===== src/rtl/disp_share_arbiter.sv =====
// Round-robin sharing of the four-digit display between four pattern sources,
// with a minimum ownership slice and a one-cycle blank guard between owners.
// Optional macro DISP_ARB_PRIO0_EN makes requester 0 pre-empt any other owner.
module disp_share_arbiter #(
  parameter int SLICE_W = 24
) (
  input  logic         clk,
  input  logic         reset_n,
  input  logic [3:0]   req,
  input  logic [127:0] pat_in,
  output logic [3:0]   gnt,
  output logic [1:0]   owner,
  output logic         busy,
  output logic [7:0]   d0,
  output logic [7:0]   d1,
  output logic [7:0]   d2,
  output logic [7:0]   d3
);

  // Handshake: req is a level held by a source for as long as it wants the
  // display; gnt is a registered one-hot answer, never asserted in IDLE/SWITCH.
  typedef enum logic [1:0] {
    ST_IDLE   = 2'd0,
    ST_GRANT  = 2'd1,
    ST_SWITCH = 2'd2
  } state_t;

  localparam logic [SLICE_W-1:0] CNT_MAX = {SLICE_W{1'b1}};

  state_t             state_q, state_d;
  logic [3:0]         gnt_q, gnt_d;
  logic [1:0]         owner_q, owner_d;
  logic [1:0]         last_owner_q, last_owner_d;
  logic [SLICE_W-1:0] slice_cnt_q, slice_cnt_d;
  logic [31:0]        digits_q, digits_d;
  logic               busy_q, busy_d;

  logic [31:0] pat_arr [4];
  logic [1:0]  pick;
  logic [1:0]  sw_pick;
  logic        release_w;
  logic        expire_w;
  logic        exit_w;

`ifdef DISP_ARB_PRIO0_EN
  logic prio_pend_q, prio_pend_d;
  logic preempt_w;
`endif

  // First set bit searching upward from last+1; last itself has lowest rank.
  function automatic logic [1:0] rr_pick(input logic [3:0] r, input logic [1:0] last);
    logic [1:0] idx;
    rr_pick = last;
    for (int i = 4; i >= 1; i--) begin
      idx = last + 2'(i);
      if (r[idx]) rr_pick = idx;
    end
  endfunction

  always_comb begin
    for (int i = 0; i < 4; i++) pat_arr[i] = pat_in[32*i +: 32];
  end

  always_comb begin
    pick      = rr_pick(req, last_owner_q);
    release_w = !req[owner_q];
    expire_w  = (slice_cnt_q == CNT_MAX) && (|(req & ~(4'b0001 << owner_q)));
`ifdef DISP_ARB_PRIO0_EN
    preempt_w = (owner_q != 2'd0) && req[0];
    exit_w    = release_w || expire_w || preempt_w;
    sw_pick   = (prio_pend_q && req[0]) ? 2'd0 : pick;
`else
    exit_w    = release_w || expire_w;
    sw_pick   = pick;
`endif
  end

  always_comb begin
    state_d      = state_q;
    gnt_d        = 4'b0000;
    busy_d       = 1'b0;
    owner_d      = owner_q;
    last_owner_d = last_owner_q;
    slice_cnt_d  = slice_cnt_q;
    digits_d     = 32'hFFFF_FFFF;
`ifdef DISP_ARB_PRIO0_EN
    prio_pend_d  = prio_pend_q;
`endif
    unique case (state_q)
      ST_IDLE: begin
        if (|req) begin
          state_d     = ST_GRANT;
          owner_d     = pick;
          gnt_d       = 4'b0001 << pick;
          busy_d      = 1'b1;
          slice_cnt_d = '0;
          digits_d    = pat_arr[pick];
        end
      end
      ST_GRANT: begin
        if (exit_w) begin
          state_d      = ST_SWITCH;
          last_owner_d = owner_q;
`ifdef DISP_ARB_PRIO0_EN
          prio_pend_d  = preempt_w;
`endif
        end else begin
          gnt_d       = gnt_q;
          busy_d      = 1'b1;
          digits_d    = pat_arr[owner_q];
          slice_cnt_d = (slice_cnt_q == CNT_MAX) ? slice_cnt_q : slice_cnt_q + SLICE_W'(1);
        end
      end
      ST_SWITCH: begin
`ifdef DISP_ARB_PRIO0_EN
        prio_pend_d = 1'b0;
`endif
        if (|req) begin
          state_d     = ST_GRANT;
          owner_d     = sw_pick;
          gnt_d       = 4'b0001 << sw_pick;
          busy_d      = 1'b1;
          slice_cnt_d = '0;
          digits_d    = pat_arr[sw_pick];
        end else begin
          state_d = ST_IDLE;
        end
      end
      default: state_d = ST_IDLE;
    endcase
  end

  always_ff @(posedge clk) begin
    if (!reset_n) begin
      state_q      <= ST_IDLE;
      gnt_q        <= 4'b0000;
      busy_q       <= 1'b0;
      owner_q      <= 2'd0;
      last_owner_q <= 2'd3;
      slice_cnt_q  <= '0;
      digits_q     <= 32'hFFFF_FFFF;
`ifdef DISP_ARB_PRIO0_EN
      prio_pend_q  <= 1'b0;
`endif
    end else begin
      state_q      <= state_d;
      gnt_q        <= gnt_d;
      busy_q       <= busy_d;
      owner_q      <= owner_d;
      last_owner_q <= last_owner_d;
      slice_cnt_q  <= slice_cnt_d;
      digits_q     <= digits_d;
`ifdef DISP_ARB_PRIO0_EN
      prio_pend_q  <= prio_pend_d;
`endif
    end
  end

  assign gnt   = gnt_q;
  assign busy  = busy_q;
  assign owner = owner_q;
  assign d0    = digits_q[7:0];
  assign d1    = digits_q[15:8];
  assign d2    = digits_q[23:16];
  assign d3    = digits_q[31:24];

endmodule

===== config.mk =====
export PLATFORM = sky130hd
export DESIGN_NAME = disp_share_arbiter
export DESIGN_NICKNAME = d
export VERILOG_FILES = /design/src/rtl/disp_share_arbiter.sv
export SDC_FILE = /design/constraint.sdc
export NUM_CORES = 1
export LEC_CHECK = 0
export ABC_CLOCK_PERIOD_IN_PS = 6200
export CAP_MARGIN = 10
export CORE_ASPECT_RATIO = 0.7
export CORE_MARGIN = 2
export CORE_UTILIZATION = 49
export DETAILED_ROUTE_END_ITERATION = 12
export GPL_ROUTABILITY_DRIVEN = 0
export PLACE_DENSITY = 0.94
export SYNTH_ARGS = -nofsm -noshare
export SYNTH_HDL_FRONTEND = slang
export SYNTH_SLANG_ARGS = --single-unit

===== constraint.sdc =====
create_clock -name clk -period 6.2 [get_ports clk]
set_input_delay 1.24 -clock clk [delete_from_list [all_inputs] [get_ports clk]]
set_output_delay 1.24 -clock clk [all_outputs]
set_load 0.01 [all_outputs]

==> results.ini, run 1 <==
[run_status]
outcome=finished clean

[hold_path]
hp-class=flip-flop to flip-flop

[job]
cap_viol_max_count=0

[sta]
slew-limit-headroom=0.246
holdWs_ns=0.464
clock.fmax_mhz=255
hold_viol=0
setup_tns_ns=0
period_share=0.631
drv_slew=0
setup_viol=0
skew_ns=0.00562
tightest_slew_ns=1.13
rsz0062_at_grt=false
min_period_ns=3.91

[critical_path]
cp_top_family=buffers and inverters
endpoint_kind=flip-flop
arrival_ns=4.14
worstSetupPathType=primary input to flip-flop
cpPeakStageDelay_ns=0.74
cp_cell_sequence=clkdlybuf4s50_1 > or2b_1 > o21ai_0 > o21ai_4 > buf_4 > mux2i_1 > mux2i_1 > o22a_1
crit_path_max_fanout=31
cpMostUsedCell=mux2i_1
crit_path_start_kind=primary input
cp.required_ns=6.43
cpMaxStageDelayCell=o21ai_4
crit_buf_inv=2

[floorplanning]
ios=173
die_area_mm2=0.0102
coreArea_mm2=0.00911
die_w_um=120
die_h_um=85.3
initial_utilization=0.508
rows=29

[global_route]
grt_util_all_layers=0.301
overflow=0
grt_max_degree=46
grt_pass1_wl_um=23900
grt_antenna_before_repair=0
grt_pass1_vias=4779

[cts]
cts.clk_slew.worst_paths_ns=0.06
cts_made_buffers=9
cts.repair.resized=0
cts_tree=yes
cts_setup_buffers=0
clkSinkCount=67
htreeDepth=3
cts_buffer_depth=2
clk_latency_ns=0.34
root_buffer=clkbuf_16
cts_hold_buf=0

[finish]
final_cell_area_mm2=0.00671
diodes=0
layout.nets=729
final-seq-area_mm2=0.00134
areaGrowthSynthToFinish_pct=44.9
fillers=601
drive_above_1_share=0.137
multi_input_area_mm2=0.00310

[route]
postRouteAntennaNets=0
drc=0
wl_um=15500
wl_per_cell_um=21.4
vias=4513
drt-initial-drc-count=328
via_per_inst=6.24
firstDrtPassIters=5

[synth]
ys_types=51
syn_area_mm2=0.00463
synth_area_leaders=dfxtp_1 29%, mux2i_1 20%, mux4_2 16%
synth_common_cells=91 x mux2i_1, 67 x dfxtp_1, 33 x mux4_2, 32 x nor2_1, 24 x o22a_1
synth_top_area_frac=0.290
synth_nets=575
synthCells=440
synth_top_cell_by_area=dfxtp_1
async_flop_share=0
avgSynthCellArea_um2=10.5
synth_most_common_cell=mux2i_1
synth_edf_count=0
yosysSeqAreaShare=0.290
ys.warnings.count=0
ys_ff_latch=67
synth_flop_cell=dfxtp_1

[pwr]
power_density_mw_per_mm2=237
irDropWorstVdd_uv=148
p_sw_uw=457
pwr-share-seq=0.315
p_clk_frac=0.358
internal_power_uw=1130
pwr-share-comb=0.328
power.total_uw=1590
p_leak_uw=0.00239
swShare=0.288

[placed_design]
hpwl_um=10500
dpl_cell_area_mm2=0.00638
numPortBuffers=172

power by group through the flow:
| stage | Sequential [uW] | Combinational [uW] | Clock [uW] |
|---|---|---|---|
| 3_5_place_dp | 509 | 512 | 0 |
| 4_1_cts | 500 | 519 | 569 |
| 2_1_floorplan | 512 | 293 | 0 |
| 3_3_place_gp | 507 | 492 | 0 |
| 5_1_grt | 504 | 551 | 594 |
| 6_report | 500 | 520 | 567 |
layout by cell type (no fill, tap or decap), types with 3 or more instances in the layout:
master,count
clkdlybuf4s50_1,172
mux2i_1,91
dfxtp_1,65
mux4_2,33
nor2_1,32
o22a_1,24
nand2_1,22
nand3_1,13
xnor2_1,13
o21ai_0,12
clkbuf_16,9
a21oi_1,8
nand4_1,7
inv_1,7
nor2b_1,6
or3_1,6
a221oi_1,6
nor3_2,5
xor2_1,4
nor3_1,4
buf_4,4
and4_1,3
and2_1,3
nand2b_1,3
nor4b_2,3
nor4_2,3
per-layer routing:
| metal | track usage | up-vias | part of all wire |
|---|---|---|---|
| met5 | 0 | - | 0 |
| li1 | - | 2003 | - |
| met3 | 0.0726 | 61 | 0.063 |
| met4 | 0.182 | 0 | 0.044 |
| met2 | 0.524 | 218 | 0.51 |
| met1 | 0.334 | 2231 | 0.38 |
flip-flops by register name, indices dropped and copies added, names as in the netlist:
name	cells
gnt	4
busy	1
last_owner_q	2
digits_q	32
state_q	2
slice_cnt_q	24
owner	2
kinds of logic after synthesis:
group,Yosys count,synth area share
xor+xnor,17,0.0322
mux,124,0.357
compound gates,65,0.111
simple gates,126,0.161
flops,67,0.290
fa+ha+maj,1,0.00270
buf+inv,40,0.0462
layout make-up:
cell class,count,share of cell area
Clock buffer,10,0.0356
Clock inverter,6,0.0132
Inverter,7,0.00392
Multi-Input combinational cell,333,0.462
Sequential cell,67,0.200
Tap cell,124,0.0231
Timing Repair Buffer,176,0.261
worst min-delay path, cell delays in order, from the launching register on:
cell	delay (ns)
dfxtp_1	0.30
inv_1	0.05
o32ai_1	0.06
worst paths after layout:
path,from,to,slack (ns),cells past startpoint
setup / recovery,req[1],digits_q[4]$_SDFF_PN1_,2.29,8
setup reg to reg,owner[1]$_SDFFE_PN0P_,slice_cnt_q[2]$_SDFFE_PN0P_,3.22,7
hold reg to reg,gnt[1]$_SDFFE_PN0P_,gnt[1]$_SDFFE_PN0P_,0.46,2
hold / removal,gnt[1]$_SDFFE_PN0P_,gnt[1]$_SDFFE_PN0P_,0.46,2
metrics by stage:
step	setup slack, ns	utilization	cells
6_report	2.29	0.736	723
2_1_floorplan	3.39	-	440
3_3_place_gp	2.22	0.700	707
4_1_cts	2.28	0.736	723
5_1_grt	2.13	0.736	723
3_5_place_dp	2.00	0.700	707
(Power assumes the default switching activity.)
==> inputs of run 2 (changes only) <==
==> config.mk (replaced) <==
export PLATFORM = sky130hd
export DESIGN_NAME = disp_share_arbiter
export DESIGN_NICKNAME = d
export VERILOG_FILES = /design/src/rtl/disp_share_arbiter.sv
export SDC_FILE = /design/constraint.sdc
export NUM_CORES = 1
export LEC_CHECK = 0
export ABC_CLOCK_PERIOD_IN_PS = 4000
export CAP_MARGIN = 10
export CORE_ASPECT_RATIO = 0.7
export CORE_MARGIN = 2
export CORE_UTILIZATION = 45
export DETAILED_ROUTE_END_ITERATION = 12
export GPL_ROUTABILITY_DRIVEN = 0
export PLACE_DENSITY = 0.88
export SYNTH_ARGS = -nofsm -noshare
export SYNTH_HDL_FRONTEND = slang
export SYNTH_SLANG_ARGS = --single-unit
==> constraint.sdc (replaced) <==
create_clock -name clk -period 4 [get_ports clk]
set_input_delay 0.8 -clock clk [delete_from_list [all_inputs] [get_ports clk]]
set_output_delay 0.8 -clock clk [all_outputs]
set_load 0.01 [all_outputs]
==> run 2 against run 1 <==
Clock power is 29% higher; power up 46%; largest power group is now combinational logic; non-clock buffer count increased by 6; critical endpoint is now digits_q[21]$_SDFF_PN1_; critical path type unchanged.
==> results.ini, run 2 (synthesis gave the netlist of run 1 again) <==
[run_status]
outcome=finished clean

[route]
wl_per_cell_um=19.4
vias=4264
wl_um=14200
postRouteAntennaNets=0
via_per_inst=5.82
firstDrtPassIters=4
drc=0
drt-initial-drc-count=191

[pwr]
p_leak_uw=0.00241
irDropWorstVdd_uv=217
power_density_mw_per_mm2=344

[sta]
setup_tns_ns=0
rsz0062_at_grt=false
drv_slew=0
tightest_slew_ns=0.746
clock.fmax_mhz=339
holdWs_ns=0.473
min_period_ns=2.95
slew-limit-headroom=0.503
fin_ws_ns=1.05
period_share=0.738
skew_ns=0.00623
hold_viol=0
setup_viol=0

[placed_design]
hpwl_um=10400
numPortBuffers=172
placedCellCount=717
dp_slack_ns=0.743

[critical_path]
arrival_ns=3.22
worstSetupPathType=primary input to flip-flop
endpoint_kind=flip-flop
ff2ff_setup_slack_ns=1.54
cp.required_ns=4.27
crit_path_start_kind=primary input
crit_path_max_fanout=18

[cts]
clkSinkCount=67
cts_setup_buffers=0
clk_latency_ns=0.33
cts_hold_buf=0
cts.repair.resized=0
cts_tree=yes
cts_buffer_depth=2
htreeDepth=3
cts_made_buffers=9
cts.clk_slew.worst_paths_ns=0.06
root_buffer=clkbuf_16

[finish]
diodes=0
final_common_cell=clkdlybuf4s50_1
stdcell_count=733
areaGrowthSynthToFinish_pct=45.2
largest_reg_flops=32
fin_util=0.683
fillers=750
final_cell_mix=172 x clkdlybuf4s50_1, 91 x mux2i_1, 65 x dfxtp_1
largest-register=digits_q
layout.nets=735
drive_above_1_share=0.145

[floorplanning]
die_area_mm2=0.0111
die_h_um=88.8
ios=173
initial_utilization=0.470
coreArea_mm2=0.00983
die_w_um=125
rows=30

[hold_path]
hp-class=flip-flop to flip-flop

[global_route]
grt_antenna_before_repair=0
grt_max_degree=53
grt_pass1_wl_um=21800
grt_util_all_layers=0.248
overflow=0
grt_pass1_vias=4363

[job]
cap_viol_max_count=0

run 2: cell count changes in the layout (fill, tap and decap cells not counted), sizes merged:
cell	delta
buf	+6
clkinvlp	-1
clkinv	+2
bufinv	-2
clkbuf	+1
run 2: report_power, final:
group / leakage (uW) / switching (uW) / total, uW / internal (uW)
registers: 0.000551 / 28.1 / 757 / 729
clock network: 0.000141 / 285 / 733 / 448
logic: 0.00172 / 355 / 823 / 468
run 2: final cells by class:
cell class	count	area [um2]	share of cell area
Clock buffer	11	253	0.0376
Inverter	7	26.3	0.00391
Sequential cell	67	1340	0.200
Multi-Input combinational cell	333	3100	0.461
Timing Repair Buffer	182	1810	0.269
Tap cell	128	160	0.0238
Clock inverter	5	27.5	0.00410
run 2: worst max-delay path, stage by stage:
cell and delay, ns:
clkdlybuf4s50_1 0.54, nor2b_1 0.21, a21o_1 0.18, a221oi_4 0.57, buf_4 0.43, mux2i_1 0.29
o22a_1 0.19
run 2: path summary, 6_finish.rpt:
path | cells after the start | endpoint | from
worst min-delay path | 2 | gnt[3]$_SDFFE_PN0P_ | gnt[3]$_SDFFE_PN0P_
worst min register to register | 2 | gnt[3]$_SDFFE_PN0P_ | gnt[3]$_SDFFE_PN0P_
worst max register to register | 8 | digits_q[22]$_SDFF_PN1_ | owner[1]$_SDFFE_PN0P_
worst max-delay path | 7 | digits_q[21]$_SDFF_PN1_ | req[3]
run 2: metrics by stage:
step | total power (uW) | instance area [um2]
after floorplan | 1250 | 4630
after global placement | 1560 | 6440
after detailed placement | 1590 | 6440
after CTS | 2330 | 6720
after global routing | 2420 | 6720
final | 2310 | 6720
run 2: layer usage:
metal / vias up / wire length [um] / share of wire / global-route usage
met5: - / 0 / 0 / 0
met4: 0 / 429 / 0.030 / 0.116
met1: 2046 / 5690 / 0.40 / 0.290
met3: 30 / 823 / 0.058 / 0.0647
met2: 176 / 7240 / 0.51 / 0.436
li1: 2012 / - / - / -
